--- src/rtl/win_banner_scan_pkg.sv ---
// Shared constants for the WIN banner scan path: ROM color codes, blink state codes, pipeline flags.
package win_banner_scan_pkg;

  localparam logic [11:0] NullColor    = 12'h000;
  localparam logic [11:0] WinColor     = 12'hFD0;
  localparam logic [11:0] WarningColor = 12'hF00;

  localparam logic [1:0] BannerIdle = 2'd0;
  localparam logic [1:0] BannerShow = 2'd1;
  localparam logic [1:0] BannerHide = 2'd2;

  typedef struct packed {
    logic        win;
    logic        vis;
    logic [11:0] bg;
  } pipe_flags_t;

endpackage

--- src/rtl/win_banner_scan_if.sv ---
// Scan-side, ROM-side and pixel-side signals of the WIN banner block.
interface win_banner_scan_if;
  logic [9:0]  h_cnt;
  logic [9:0]  v_cnt;
  logic        video_on;
  logic        enable;
  logic [11:0] bg_color;
  logic [5:0]  rom_x;
  logic [2:0]  rom_y;
  logic [11:0] rom_color;
  logic [11:0] pixel_out;
  logic [1:0]  banner_state;

  modport master (
    output h_cnt, v_cnt, video_on, enable, bg_color, rom_color,
    input  rom_x, rom_y, pixel_out, banner_state
  );

  modport slave (
    input  h_cnt, v_cnt, video_on, enable, bg_color, rom_color,
    output rom_x, rom_y, pixel_out, banner_state
  );
endinterface

--- src/rtl/win_banner_scan_blink_fsm.sv ---
// Banner blink controller: IDLE until enabled, then alternates SHOW/HIDE every BLINK_FRAMES frames.
module win_banner_scan_blink_fsm
  import win_banner_scan_pkg::*;
#(
  parameter int unsigned BLINK_FRAMES = 30
) (
  input  logic       clk,
  input  logic       rst,
  input  logic       enable_i,
  input  logic       frame_tick_i,
  output logic       show_o,
  output logic [1:0] state_o
);

  localparam int unsigned CntW = (BLINK_FRAMES > 1) ? $clog2(BLINK_FRAMES) : 1;
  localparam logic [CntW-1:0] CntLast = CntW'(BLINK_FRAMES - 1);

  logic [1:0]      state_q, state_d;
  logic [CntW-1:0] cnt_q, cnt_d;

  always_comb begin
    state_d = state_q;
    cnt_d   = cnt_q;
    if (!enable_i) begin
      state_d = BannerIdle;
      cnt_d   = '0;
    end else begin
      case (state_q)
        // The tick coinciding with the enable edge is deliberately not counted.
        BannerIdle: begin
          state_d = BannerShow;
          cnt_d   = '0;
        end
        BannerShow, BannerHide: begin
          if (frame_tick_i) begin
            if (cnt_q == CntLast) begin
              state_d = (state_q == BannerShow) ? BannerHide : BannerShow;
              cnt_d   = '0;
            end else begin
              cnt_d = cnt_q + 1'b1;
            end
          end
        end
        default: begin
          state_d = BannerIdle;
          cnt_d   = '0;
        end
      endcase
    end
  end

  always_ff @(posedge clk) begin
    if (rst) begin
      state_q <= BannerIdle;
      cnt_q   <= '0;
    end else begin
      state_q <= state_d;
      cnt_q   <= cnt_d;
    end
  end

  assign show_o  = (state_q == BannerShow);
  assign state_o = state_q;

endmodule

--- src/rtl/win_banner_scan.sv ---
// WIN banner scan path: scan counters -> glyph ROM address, 3-cycle composite over background.
// Optional BANNER_BORDER_EN draws a 1-pixel WinColor frame around the window while shown.
module win_banner_scan
  import win_banner_scan_pkg::*;
#(
  parameter int unsigned X0           = 236,
  parameter int unsigned Y0           = 208,
  parameter int unsigned SCALE_LOG2   = 3,
  parameter int unsigned COLS         = 21,
  parameter int unsigned ROWS         = 8,
  parameter int unsigned BLINK_FRAMES = 30
) (
  input logic              clk,
  input logic              rst,
  win_banner_scan_if.slave bus
);

  localparam logic [10:0] XLo = 11'(X0);
  localparam logic [10:0] XHi = 11'(X0 + (COLS << SCALE_LOG2));
  localparam logic [10:0] YLo = 11'(Y0);
  localparam logic [10:0] YHi = 11'(Y0 + (ROWS << SCALE_LOG2));

  logic [10:0] h_ext, v_ext, dx, dy;
  logic        in_win, frame_tick, show;
  logic [5:0]  rom_x_q, rom_x_d;
  logic [2:0]  rom_y_q, rom_y_d;
  logic [11:0] pixel_q, pixel_d;
  pipe_flags_t s1_q, s1_d, s2_q;

  assign h_ext      = {1'b0, bus.h_cnt};
  assign v_ext      = {1'b0, bus.v_cnt};
  assign in_win     = bus.video_on && (h_ext >= XLo) && (h_ext < XHi)
                      && (v_ext >= YLo) && (v_ext < YHi);
  assign dx         = h_ext - XLo;
  assign dy         = v_ext - YLo;
  assign frame_tick = (bus.h_cnt == 10'd0) && (bus.v_cnt == 10'd0);

  // Outside the window address the blank column so the ROM never flags an out-of-range read.
  assign rom_x_d = in_win ? 6'(dx >> SCALE_LOG2) : '0;
  assign rom_y_d = in_win ? 3'(dy >> SCALE_LOG2) : '0;
  assign s1_d    = '{win: in_win, vis: bus.video_on, bg: bus.bg_color};

`ifdef BANNER_BORDER_EN
  logic border_d, border_d1_q, border_d2_q;
  assign border_d = in_win && ((h_ext == XLo) || (h_ext == XHi - 11'd1)
                               || (v_ext == YLo) || (v_ext == YHi - 11'd1));

  always_ff @(posedge clk) begin
    if (rst) begin
      border_d1_q <= 1'b0;
      border_d2_q <= 1'b0;
    end else begin
      border_d1_q <= border_d;
      border_d2_q <= border_d1_q;
    end
  end
`endif

  always_comb begin
    pixel_d = s2_q.bg;
    if (!s2_q.vis) begin
      pixel_d = 12'h000;
`ifdef BANNER_BORDER_EN
    end else if (show && border_d2_q) begin
      pixel_d = WinColor;
`endif
    end else if (s2_q.win && show && (bus.rom_color != NullColor)) begin
      pixel_d = bus.rom_color;
    end
  end

  always_ff @(posedge clk) begin
    if (rst) begin
      rom_x_q <= '0;
      rom_y_q <= '0;
      s1_q    <= '0;
      s2_q    <= '0;
      pixel_q <= 12'h000;
    end else begin
      rom_x_q <= rom_x_d;
      rom_y_q <= rom_y_d;
      s1_q    <= s1_d;
      s2_q    <= s1_q;
      pixel_q <= pixel_d;
    end
  end

  win_banner_scan_blink_fsm #(
    .BLINK_FRAMES (BLINK_FRAMES)
  ) u_blink_fsm (
    .clk          (clk),
    .rst          (rst),
    .enable_i     (bus.enable),
    .frame_tick_i (frame_tick),
    .show_o       (show),
    .state_o      (bus.banner_state)
  );

  assign bus.rom_x     = rom_x_q;
  assign bus.rom_y     = rom_y_q;
  assign bus.pixel_out = pixel_q;

endmodule

--- src/flat_wrapper.sv ---
// flat-port wrapper written by rule: the top's interface ports become plain ports
module win_banner_scan_flat import win_banner_scan_pkg::*;
#(
  parameter int unsigned X0           = 236,
  parameter int unsigned Y0           = 208,
  parameter int unsigned SCALE_LOG2   = 3,
  parameter int unsigned COLS         = 21,
  parameter int unsigned ROWS         = 8,
  parameter int unsigned BLINK_FRAMES = 30
)
  (clk, rst, bus_h_cnt, bus_v_cnt, bus_video_on, bus_enable, bus_bg_color, bus_rom_color, bus_rom_x, bus_rom_y, bus_pixel_out, bus_banner_state);
  win_banner_scan_if bus_i ();
  input logic clk;
  input logic rst;
  input wire logic [$bits(bus_i.h_cnt)-1:0] bus_h_cnt;
  input wire logic [$bits(bus_i.v_cnt)-1:0] bus_v_cnt;
  input wire logic [$bits(bus_i.video_on)-1:0] bus_video_on;
  input wire logic [$bits(bus_i.enable)-1:0] bus_enable;
  input wire logic [$bits(bus_i.bg_color)-1:0] bus_bg_color;
  input wire logic [$bits(bus_i.rom_color)-1:0] bus_rom_color;
  output wire logic [$bits(bus_i.rom_x)-1:0] bus_rom_x;
  output wire logic [$bits(bus_i.rom_y)-1:0] bus_rom_y;
  output wire logic [$bits(bus_i.pixel_out)-1:0] bus_pixel_out;
  output wire logic [$bits(bus_i.banner_state)-1:0] bus_banner_state;
  assign bus_i.h_cnt = bus_h_cnt;
  assign bus_i.v_cnt = bus_v_cnt;
  assign bus_i.video_on = bus_video_on;
  assign bus_i.enable = bus_enable;
  assign bus_i.bg_color = bus_bg_color;
  assign bus_i.rom_color = bus_rom_color;
  assign bus_rom_x = bus_i.rom_x;
  assign bus_rom_y = bus_i.rom_y;
  assign bus_pixel_out = bus_i.pixel_out;
  assign bus_banner_state = bus_i.banner_state;
  win_banner_scan #(.X0(X0), .Y0(Y0), .SCALE_LOG2(SCALE_LOG2), .COLS(COLS), .ROWS(ROWS), .BLINK_FRAMES(BLINK_FRAMES)) u_core (.clk(clk), .rst(rst), .bus(bus_i));
endmodule
--- config.mk ---
export PLATFORM = sky130hd
export DESIGN_NAME = win_banner_scan_flat
export DESIGN_NICKNAME = d
export VERILOG_FILES = /design/src/rtl/win_banner_scan_pkg.sv /design/src/rtl/win_banner_scan_if.sv /design/src/rtl/win_banner_scan_blink_fsm.sv /design/src/rtl/win_banner_scan.sv /design/src/flat_wrapper.sv
export SDC_FILE = /design/constraint.sdc
export NUM_CORES = 1
export LEC_CHECK = 0
export BUFFER_PORTS_ARGS = -buffer_cell sky130_fd_sc_hd__buf_4
export CELL_PAD_IN_SITES_DETAIL_PLACEMENT = 1
export CELL_PAD_IN_SITES_GLOBAL_PLACEMENT = 1
export CORE_UTILIZATION = 37
export CTS_BUF_LIST = sky130_fd_sc_hd__clkbuf_4
export DETAILED_ROUTE_END_ITERATION = 10
export PLACE_DENSITY_LB_ADDON = 0.1
export SETUP_SLACK_MARGIN = 0.5
export SLEW_MARGIN = 20
export SYNTH_ARGS = -nofsm -noshare
export SYNTH_HDL_FRONTEND = slang
export SYNTH_SLANG_ARGS = --single-unit
--- constraint.sdc ---
create_clock -name clk -period 5.3 [get_ports clk]
set_clock_uncertainty 0.15 [all_clocks]
set_input_delay 0.53 -clock clk [delete_from_list [all_inputs] [get_ports clk]]
set_output_delay 0.53 -clock clk [all_outputs]
set_load 0.05 [all_outputs]
# After elaboration in Yosys (flattened, before gate mapping)
# Index checks and enable logic that the tools add are counted.
[totals]
reg_bits = 56
latch_bits = 0
mem_bits_rw = 0
romBits = 0
n_memories = 0
[op_classes]
n_addsub = 3
mul = 0
n_div = 0
n_lt_le_gt_ge = 4
n_eq_ne = 5
n_shift = 0
mux = 6
bitwise = 4
reduce_logical = 17
[op_table]
columns = ["cell", "count"]
rows = [
  ["$ge A10 B8 Y1 const B", 2],
  ["$logic_not A10 Y1", 2],
  ["$lt A10 B9 Y1 const B", 2],
  ["$mux W12", 1],
  ["$reduce_bool A12 Y1", 1],
  ["$sub A9 B8 Y9 const B", 1],
  ["$reduce_or A2 Y1", 4],
  ["$logic_and A1 B1 Y1", 7],
  ["$mux W2", 3],
  ["$sub A6 B5 Y6 const B", 1],
  ["$add A5 B1 Y5 const B", 1],
  ["$eq A5 B5 Y1 const B", 1],
  ["$mux W5", 1],
  ["$not A1 Y1", 4],
  ["$pmux W2 S2", 1],
  ["$reduce_or A3 Y1", 1],
  ["$eq A2 B1 Y1 const B", 1],
  ["$eq A2 B2 Y1 const B", 1],
  ["$logic_not A2 Y1", 1],
  ["$ne A2 B1 Y1 const B", 1],
  ["$ne A2 B2 Y1 const B", 1],
  ["$reduce_and A2 Y1", 1],
]

# Logic depth before layout (Yosys ltp)
# Gate-level depths: netlist of the first run.
[logic_depth]
word_depth = 7
mapped_depth = 7
mapped_depth_nobuf = 6

# Cells and area by module
# A second synthesis of the first run with hierarchy kept.
[unflattened]
hier_cells = 201
hier_area_um2 = 2150.8
[by_module_without_submodules]
columns = ["module", "instances", "cells_per_inst", "area_each_um2"]
rows = [
  ["win_banner_scan", 1, 159, 1750.4],
  ["win_banner_scan_blink_fsm", 1, 42, 400.4],
]

# Worst setup path before layout of the first run
# No wires, ideal clock.
[synth_path]
kind = "input port to flip-flop"
from = "input bus_h_cnt[2]"
to = "register u_core.u_blink_fsm.cnt_q[3]"
arrival_time_ps = 2194
required_time_ps = 5079
path_slack_ps = 2885
path_stages = 7
path_buffers = 1
cell_sequence = "inv_1 -> ha_1 -> or4bb_1 -> or4_4 -> buf_6 -> or3_1 -> a21oi_1"
[synth_via]
elab_chain_cells = 2
[synth_lines]
columns = ["item", "line", "text"]
rows = [
  ["start: declaration", "flat_wrapper.sv:15", "input wire logic [$bits(bus_i.h_cnt)-1:0] bus_h_cnt;"],
  ["$logic_not A10 Y1", "win_banner_scan.sv:36", "assign frame_tick = (bus.h_cnt == 10'd0) && (bus.v_cnt == 10'd0);"],
  ["$logic_and A1 B1 Y1", "win_banner_scan.sv:36", ""],
  ["end signal: assignment", "win_banner_scan_blink_fsm.sv:58", "cnt_q <= cnt_d;"],
  ["end: declaration", "win_banner_scan_blink_fsm.sv:19", "logic [CntW-1:0] cnt_q, cnt_d;"],
]
# No other way between the ends.
# A chain may end at the register's enable or synchronous reset.

# Final worst setup path of the first run
[layout_path]
from = "input bus_h_cnt[2]"
to = "register u_core.u_blink_fsm.cnt_q[1]"
# The elaborated chain is that of the path after synthesis.

==> impl_metrics.ini, run 1 <==
[cts]
cts_tree = built
post_cts_buffers = 0
numCtsBuffers = 5
clock_latency_ns = 0.37
clock_path_buffers = 2
cts_hold_buf = 0
root_buffer = clkbuf_4
htree_levels = 2
clock_sinks = 56
cts-resized-gates = 0
clk_pin_slew_worst_paths_ns = 0.15

[power_and_ir_drop]
p_leak_nw = 1.142
vdd_drop_max_v = 0.00009042
power_density_nw_per_um2 = 254.5

[grt]
grt-ovfl-total = 0
antenna_found_initial = 0
grt_pass1_vias = 1549
grt_pass1_wl_um = 6803
grtUsageTotal = 0.1445
grt_start_max_net_pins = 30

[die]
die_area_um2 = 5997
initial_core_util = 0.3824
core-area_um2 = 5507
num_rows = 27
die_w_um = 77.44
die_h_um = 77.44
io_pins = 71

[sta]
fmax_mhz = 436.5
post-route-period-util = 0.4322
setup_viol = 0
tightest_slew_ns = 0.8257
whs_ns = 0.1732
post-route-min-period_ns = 2.291
relSlewSlack = 0.4470
timing_hold_violations_final = 0
slew_viol_final = 0
grt_setup_unrepaired = no
setup_tns_ns = 0

[yosys]
synthTopCellsByCount = dfxtp_1 (56), nor2b_1 (29), nor2_1 (18)
synth_seq_cells = 56
synth_edf_count = 0
synth_cell_type_count = 35
netlist_area_um2 = 2106
syn_nets = 264
synth_top_area_share = 0.5324
yosysTopAreaCell = dfxtp_1
yosys_warnings = 0
synthCells = 205
postSynthAreaPerCell_um2 = 10.27
async_flop_share = 0
seq_area_frac_synth = 0.5324
synthFlopType = dfxtp_1
synth_area_leaders = dfxtp_1 (53%), nor2b_1 (8.6%), mux2i_1 (6.7%)
synth_most_common_cell = dfxtp_1

[run_status]
outcome = finished, final reports clean

[placed_design]
hpwl_um = 3246
numPortBuffers = 70
place_congestion = 0.7536

[route]
routedWlPerCell_um = 11.85
via_count = 1631
drtAntennaViolNets = 0
via_per_inst = 4.660
wl_um = 4147
drt_first_pass_iters = 3
drc = 0
drt-initial-drc-count = 46

[cells_and_area]
antenna_cells = 0
layout-drive-gt1-share = 0.2914
fin_nets = 336
synthToLayoutAreaGrowth_pct = 31.02

[setup_path]
cp-end-kind = flop
slowest_delay_ns = 0.49
critical_path.startpoint_type = input pin
required_ns = 5.40
critPathSlowestCell = or4bb_1
worstPathArrival_ns = 2.39
cp_cell_sequence = buf_4, inv_1, ha_1, or4bb_1, or4_4, o311ai_1, a21oi_1
path_class = in2reg
cp_max_fo = 12
crit_family = simple AND/OR/NAND/NOR gates
crit_buf_inv = 2

[run]
cap_violations = 0

[worst_hold_path]
hold_path.class = in2reg
==> worst register-to-register path: cells and delay by family (launching register included) <==
kind,cells,cell delay [ns]
flops,1,0.44
buf+inv,1,0.25
fa+ha+maj,1,0.22
mux,1,0.22
simple gates,2,0.14
compound gates,1,0.14
==> worst paths after layout <==
kind | slack (ns) | start | cells after the start | end
worst min-delay path | 0.17 | bus_v_cnt[4] | 2 | u_core.bus.rom_y[1]$_SDFF_PP0_
worst max-delay path | 3.01 | bus_h_cnt[2] | 7 | u_core.u_blink_fsm.cnt_q[1]$_SDFFE_PP0P_
worst min register to register | 0.30 | u_core.s1_q[9]$_SDFF_PP0_ | 1 | u_core.s2_q[9]$_SDFF_PP0_
worst max register to register | 3.63 | u_core.u_blink_fsm.state_o[0]$_SDFFE_PP0P_ | 6 | u_core.bus.pixel_out[6]$_SDFF_PP0_
==> area by class of cell <==
| type | count | area (µm²) |
|---|---|---|
| Tap cell | 72 | 90.09 |
| Multi-Input combinational cell | 134 | 920.9 |
| Timing Repair Buffer | 71 | 533.0 |
| Inverter | 9 | 33.78 |
| Fill cell | 640 | 2748 |
| Clock buffer | 5 | 37.54 |
| Sequential cell | 56 | 1121 |
| Clock inverter | 3 | 22.52 |
==> power by group <==
part | leakage (nW) | switching (mW) | internal (mW)
sequential | 0.458 | 0.00343 | 0.433
combinational | 0.649 | 0.0373 | 0.0414
clock | 0.0356 | 0.133 | 0.0540
total | 1.14 | 0.174 | 0.528
==> registers in the layout (all words and copies together), names as in the netlist <==
register	flops
u_core.bus.pixel_out	12
u_core.bus.rom_x	6
u_core.bus.rom_y	3
u_core.s1_q	14
u_core.s2_q	14
u_core.u_blink_fsm.cnt_q	5
u_core.u_blink_fsm.state_o	2
==> per-stage QoR <==
stage	cells	power [mW]	cell area [µm²]	util	setup slack, ns
2_1_floorplan	205	0.4835	2106	-	2.885
3_3_place_gp	342	0.5238	2699	0.4901	2.641
3_5_place_dp	342	0.5257	2699	0.4901	2.577
4_1_cts	350	0.7131	2759	0.5010	3.010
5_1_grt	350	0.7352	2759	0.5010	2.883
6_report	350	0.7022	2759	0.5010	3.009
==> placed cells by master, fill, tap and decap left out, drive strengths merged <==
| cell type | count |
|---|---|
| nand4 | 2 |
| or4bb | 1 |
| o31a | 1 |
| o311a | 1 |
| nand2 | 8 |
| clkbuf | 5 |
| nor3b | 3 |
| nand3 | 1 |
| clkinv | 2 |
| buf | 71 |
| o2111a | 1 |
| or2 | 1 |
| o31ai | 2 |
| and2 | 1 |
| xor2 | 3 |
| nor4 | 3 |
| xnor2 | 1 |
| mux2i | 14 |
| or4 | 3 |
| a31oi | 2 |
| a21oi | 5 |
| o2111ai | 2 |
| conb | 1 |
| nor2 | 18 |
| nand2b | 1 |
| dfxtp | 56 |
| o21ai | 5 |
| o311ai | 2 |
| ha | 11 |
| nor2b | 29 |
| nor3 | 7 |
| inv | 10 |
| o21a | 1 |
| or3 | 4 |
==> kinds of logic after synthesis <==
family | Yosys count | share of synthesized area
adder cells (fa/ha/maj) | 11 | 0.06536
XOR/XNOR | 4 | 0.01664
multiplexers | 14 | 0.06655
AO/OA/AOI/OAI | 22 | 0.07130
buffers and inverters | 15 | 0.03030
AND/OR/NAND/NOR | 82 | 0.2157
flip-flops | 56 | 0.5324
other | 1 | 0.001781
==> layer usage <==
metal,GRT usage,vias to the layer above,part of all wire
li1,-,842,-
met1,0.1538,737,0.42
met2,0.2690,46,0.51
met3,0.04118,6,0.058
met4,0.05094,0,0.014
met5,0,-,0
(Power assumes the default switching activity.)
==> inputs of run 2 (changes only) <==
==> constraint.sdc (replaced) <==
create_clock -name clk -period 2.2 [get_ports clk]
set_clock_uncertainty 0.15 [all_clocks]
set_input_delay 0.22 -clock clk [delete_from_list [all_inputs] [get_ports clk]]
set_output_delay 0.22 -clock clk [all_outputs]
set_load 0.05 [all_outputs]
==> run 2 against run 1 <==
Die area did not move. Sequential cell count unchanged. Highest routed layer unchanged. Largest cell class unchanged. Combinational power grew to 3.3 times the previous value. Global-route usage grew 5.3 points. Register-to-register slack worse by 3.1 ns. Hold slack worse by 0.14 ns. Critical path depth did not move. Sequential share of layout area fell by 5.9 points. Clock-buffer cell count unchanged.
==> impl_metrics.ini, run 2 (synthesis gave the netlist of run 1 again) <==
[run_status]
outcome = finished, final reports clean

[setup_path]
cp_max_fo = 5
critical_path.startpoint_type = input pin
worstPathArrival_ns = 2.00
r2r_cells = 7
path_class = in2reg
required_ns = 2.37
cp-end-kind = flop

[cells_and_area]
layout_common_cells = buf_4 (76), dfxtp_1 (54), dlygate4sd3_1 (29)
fillers = 613
multi_input_comb_area_um2 = 1017
synthToLayoutAreaGrowth_pct = 53.83
antenna_cells = 0
final_common_cell = buf_4
seq_area_um2 = 1126
fin_nets = 374
design_area_um2 = 3239
layout-drive-gt1-share = 0.3513
instances_no_fill = 388

[power_and_ir_drop]
switchingPower_uw = 462.7
seqPwrFrac = 0.592
pwr-share-clk = 0.262
power_frac_comb = 0.146
vdd_drop_max_v = 0.0002791
swShare = 0.2597
p_leak_nw = 1.318
power_density_nw_per_um2 = 550.0
intPower_mw = 1.319

[route]
routedWlPerCell_um = 14.64
via_per_inst = 4.701
drt-initial-drc-count = 58
drt_first_pass_iters = 4
via_count = 1824
wl_um = 5681
drc = 0
drtAntennaViolNets = 0

[cts]
clk_pin_slew_worst_paths_ns = 0.16
numCtsBuffers = 5
clock_sinks = 56
clock_path_buffers = 2
cts_tree = built
htree_levels = 2
clock_latency_ns = 0.38
root_buffer = clkbuf_4

[grt]
grt_start_max_net_pins = 30
grt_pass1_wl_um = 9218
grt-ovfl-total = 0
antenna_found_initial = 0
grt_pass1_vias = 1936
grtUsageTotal = 0.1972

[placed_design]
place_congestion = 0.7450
dp_cells = 348
place_ws_ns = -0.03519
numPortBuffers = 70
placed_cell_area_um2 = 2774
hpwl_um = 3544

[sta]
slew_viol_final = 0
tightest_slew_ns = 0.6016
relSlewSlack = 0.5952
grt_setup_unrepaired = yes
post-route-period-util = 0.8306
timing_hold_violations_final = 0
post-route-min-period_ns = 1.827
worst_slack_ns = 0.3728
fmax_mhz = 547.3
setup_viol = 0

[run]
cap_violations = 0

[worst_hold_path]
hold_path.class = in2reg
holdPathStages = 3

[die]
num_rows = 27
die_area_um2 = 5997
initial_core_util = 0.3824
io_pins = 71
core-area_um2 = 5507
die_h_um = 77.44
die_w_um = 77.44
[run 2: cell count changes in the layout (fill, tap and decap cells not counted), moves of 4 or more]
cell	change
buf_4	+5
dlygate4sd3_1	+29
inv_1	-4
mux2i_1	-4
mux2i_2	+4
[run 2: worst paths after layout]
kind                                              start                                       end  slack [ns]
max                                        bus_h_cnt[2]  u_core.u_blink_fsm.cnt_q[2]$_SDFFE_PP0P_        0.37
min reg2reg                  u_core.s1_q[11]$_SDFF_PP0_                u_core.s2_q[11]$_SDFF_PP0_        0.31
min                                        bus_h_cnt[5]            u_core.bus.rom_x[2]$_SDFF_PP0_        0.03
max reg2reg  u_core.u_blink_fsm.state_o[1]$_SDFFE_PP0P_        u_core.bus.pixel_out[9]$_SDFF_PP0_        0.53
[run 2: layout make-up]
class / instances / share of cell area
Sequential cell: 56 / 0.3476
Multi-Input combinational cell: 135 / 0.3140
Timing Repair Buffer: 108 / 0.2800
Tap cell: 72 / 0.02781
Inverter: 9 / 0.01197
Clock buffer: 5 / 0.01159
Clock inverter: 3 / 0.006952
[run 2: critical path, cell delays in order]
cell	delay (ns)
buf_8	0.10
inv_4	0.04
ha_4	0.12
or4bb_4	0.53
or4_4	0.47
or3_1	0.36
a21oi_1	0.14
[run 2: routing by layer]
layer / part of all wire / vias up / global-route usage
met3: 0.052 / 8 / 0.06353
met4: 0.013 / 0 / 0.05660
li1: - / 916 / -
met1: 0.44 / 851 / 0.2418
met2: 0.49 / 49 / 0.3292
met5: 0 / - / 0
[run 2: what timing repair did]
item | in CTS | in global routing
pin swaps | 1 | 2
gates cloned | 1 | 0
hold buffers | 29 | 0
setup buffers | 2 | 0
endpoints found under the hold margin | 29 | 0
gates resized for setup | 9 | 13
endpoints found under the setup margin | 19 | 22
[run 2: power by group through the flow]
stage | Combinational [mW] | Clock, mW | Sequential [mW]
after floorplan | 0.0771 | 0 | 1.09
after global placement | 0.200 | 0 | 1.07
after detailed placement | 0.204 | 0 | 1.07
after CTS | 0.250 | 0.476 | 1.05
after global routing | 0.283 | 0.527 | 1.06
final | 0.260 | 0.467 | 1.05
[run 2: through the flow]
step | utilization | total power [mW] | hold slack, ns | setup TNS [ns]
finish | 0.5883 | 1.782 | 0.03414 | 0
global route | 0.5883 | 1.867 | 0.01849 | 0
CTS | 0.5808 | 1.779 | 0.01121 | 0
detailed placement | 0.5037 | 1.278 | 0.2683 | -0.1302
global placement | 0.5037 | 1.274 | 0.2611 | 0
floorplan | - | 1.168 | 0.1489 | 0
==> inputs of run 3 (changes only) <==
==> constraint.sdc (replaced) <==
create_clock -name clk -period 1.9 [get_ports clk]
set_clock_uncertainty 0.15 [all_clocks]
set_input_delay 0.19 -clock clk [delete_from_list [all_inputs] [get_ports clk]]
set_output_delay 0.19 -clock clk [all_outputs]
set_load 0.05 [all_outputs]
==> run 3 against run 2 <==
Sequential cell count unchanged. Worst setup slack worse by 0.26 ns. Clock-buffer cell count unchanged. First-iteration DRC count down 5.2%. Clock power up 24%. Hold slack better by 0.00086 ns. Global-route usage up 1.2 points.
==> impl_metrics.ini, run 3 (synthesis gave the netlist of run 1 again) <==
[run_status]
outcome = finished, final reports clean

[power_and_ir_drop]
pwr-share-clk = 0.271
total_power_mw = 2.140
p_leak_nw = 1.422
intPower_mw = 1.566
swShare = 0.2681
power_density_nw_per_um2 = 627.6
power_frac_comb = 0.159
vdd_drop_max_v = 0.0003432
seqPwrFrac = 0.571
switchingPower_uw = 573.8

[die]
die_w_um = 77.44
core-area_um2 = 5507
initial_core_util = 0.3824
io_pins = 71
num_rows = 27
die_area_um2 = 5997
die_h_um = 77.44

[grt]
grtUsageTotal = 0.2093
grt_pass1_vias = 1982
grt_start_max_net_pins = 21
antenna_found_initial = 0
grt-ovfl-total = 0
grt_pass1_wl_um = 9673

[placed_design]
place_ws_ns = -0.2879
numPortBuffers = 70
place_congestion = 0.7790
hpwl_um = 3565
placed_cell_area_um2 = 2869
dp_cells = 356

[route]
drtAntennaViolNets = 0
via_count = 1907
wl_um = 6000
drt-initial-drc-count = 55
via_per_inst = 4.709
routedWlPerCell_um = 14.81
drc = 0
drt_first_pass_iters = 4

[cts]
cts_tree = built
root_buffer = clkbuf_4
htree_levels = 2
clock_latency_ns = 0.39
numCtsBuffers = 5
clk_pin_slew_worst_paths_ns = 0.18
clock_sinks = 56
clock_path_buffers = 2

[setup_path]
critical_path.startpoint_type = input pin
required_ns = 2.07
cp-end-kind = flop
path_class = in2reg
worstPathArrival_ns = 1.97
cp_max_fo = 9

[sta]
post-route-min-period_ns = 1.792
post-route-period-util = 0.9429
grt_setup_unrepaired = yes
tightest_slew_ns = 0.5708
whs_ns = 0.03500
setup_viol = 0
timing_hold_violations_final = 0
relSlewSlack = 0.6182
fmax_mhz = 558.2
worst_slack_ns = 0.1085
slew_viol_final = 0

[cells_and_area]
final_common_cell = buf_4
fin_nets = 391
fillers = 612
layout-drive-gt1-share = 0.3574
design_area_um2 = 3410
layout_common_cells = buf_4 (86), dfxtp_1 (54), dlygate4sd3_1 (35)
seq_area_um2 = 1129
antenna_cells = 0
multi_input_comb_area_um2 = 1030
instances_no_fill = 405
synthToLayoutAreaGrowth_pct = 61.91

[run]
cap_violations = 0

[worst_hold_path]
hold_path.class = in2reg
==> run 3: cell types whose count changed in the layout (fill, tap and decap cells not counted), sizes merged <==
cell / before / now
inv: 10 / 12
clkinv: 2 / 0
buf: 79 / 91
dlygate4sd3: 29 / 35
or4: 4 / 3
==> run 3: layout make-up <==
class,count,share of cell area
Timing Repair Buffer,126,0.3097
Clock inverter,3,0.008440
Tap cell,72,0.02642
Multi-Input combinational cell,134,0.3020
Clock buffer,5,0.01101
Inverter,9,0.01138
Sequential cell,56,0.3310
==> run 3: path summary, 6_finish.rpt <==
kind / slack, ns / start / to / cells past startpoint
max: 0.11 / bus_h_cnt[2] / u_core.u_blink_fsm.cnt_q[2]$_SDFFE_PP0P_ / 7
min: 0.03 / bus_h_cnt[7] / u_core.bus.rom_x[4]$_SDFF_PP0_ / 4
max reg2reg: 0.29 / u_core.u_blink_fsm.state_o[1]$_SDFFE_PP0P_ / u_core.bus.pixel_out[1]$_SDFF_PP0_ / 7
min reg2reg: 0.30 / u_core.s1_q[10]$_SDFF_PP0_ / u_core.s2_q[10]$_SDFF_PP0_ / 1
==> run 3: worst max-delay path, stage by stage <==
cell and delay [ns]:
buf_4 0.12, inv_2 0.06, ha_4 0.12, or4bb_1 0.47, or4_4 0.49, or3_1 0.38, a21oi_1 0.14
==> run 3: through the flow <==
| stage | setup TNS (ns) | utilization |
|---|---|---|
| after floorplan | -0.8305 | - |
| after global placement | -1.747 | 0.5210 |
| final | 0 | 0.6192 |
| after CTS | 0 | 0.6110 |
| after detailed placement | -1.868 | 0.5210 |
| after global routing | 0 | 0.6192 |
==> run 3: metal layers <==
layer / global-route usage / routed length, µm
met3: 0.05176 / 202
met4: 0.04528 / 68
met5: 0 / 0
met1: 0.2645 / 2659
met2: 0.3584 / 3069
==> run 3: timing repair <==
item,in CTS,in global routing
setup buffers,6,0
endpoints found under the hold margin,40,0
pin swaps,1,0
hold buffers,35,0
endpoints found under the setup margin,23,23
gates resized for setup,7,10
==> run 3: power by group through the flow <==
| stage | sequential, mW | clock [mW] | combinational [mW] |
|---|---|---|---|
| after CTS | 1.22 | 0.600 | 0.323 |
| after global routing | 1.23 | 0.662 | 0.367 |
| after floorplan | 1.26 | 0 | 0.0929 |
| final | 1.22 | 0.579 | 0.340 |
| after detailed placement | 1.24 | 0 | 0.253 |
| after global placement | 1.24 | 0 | 0.248 |
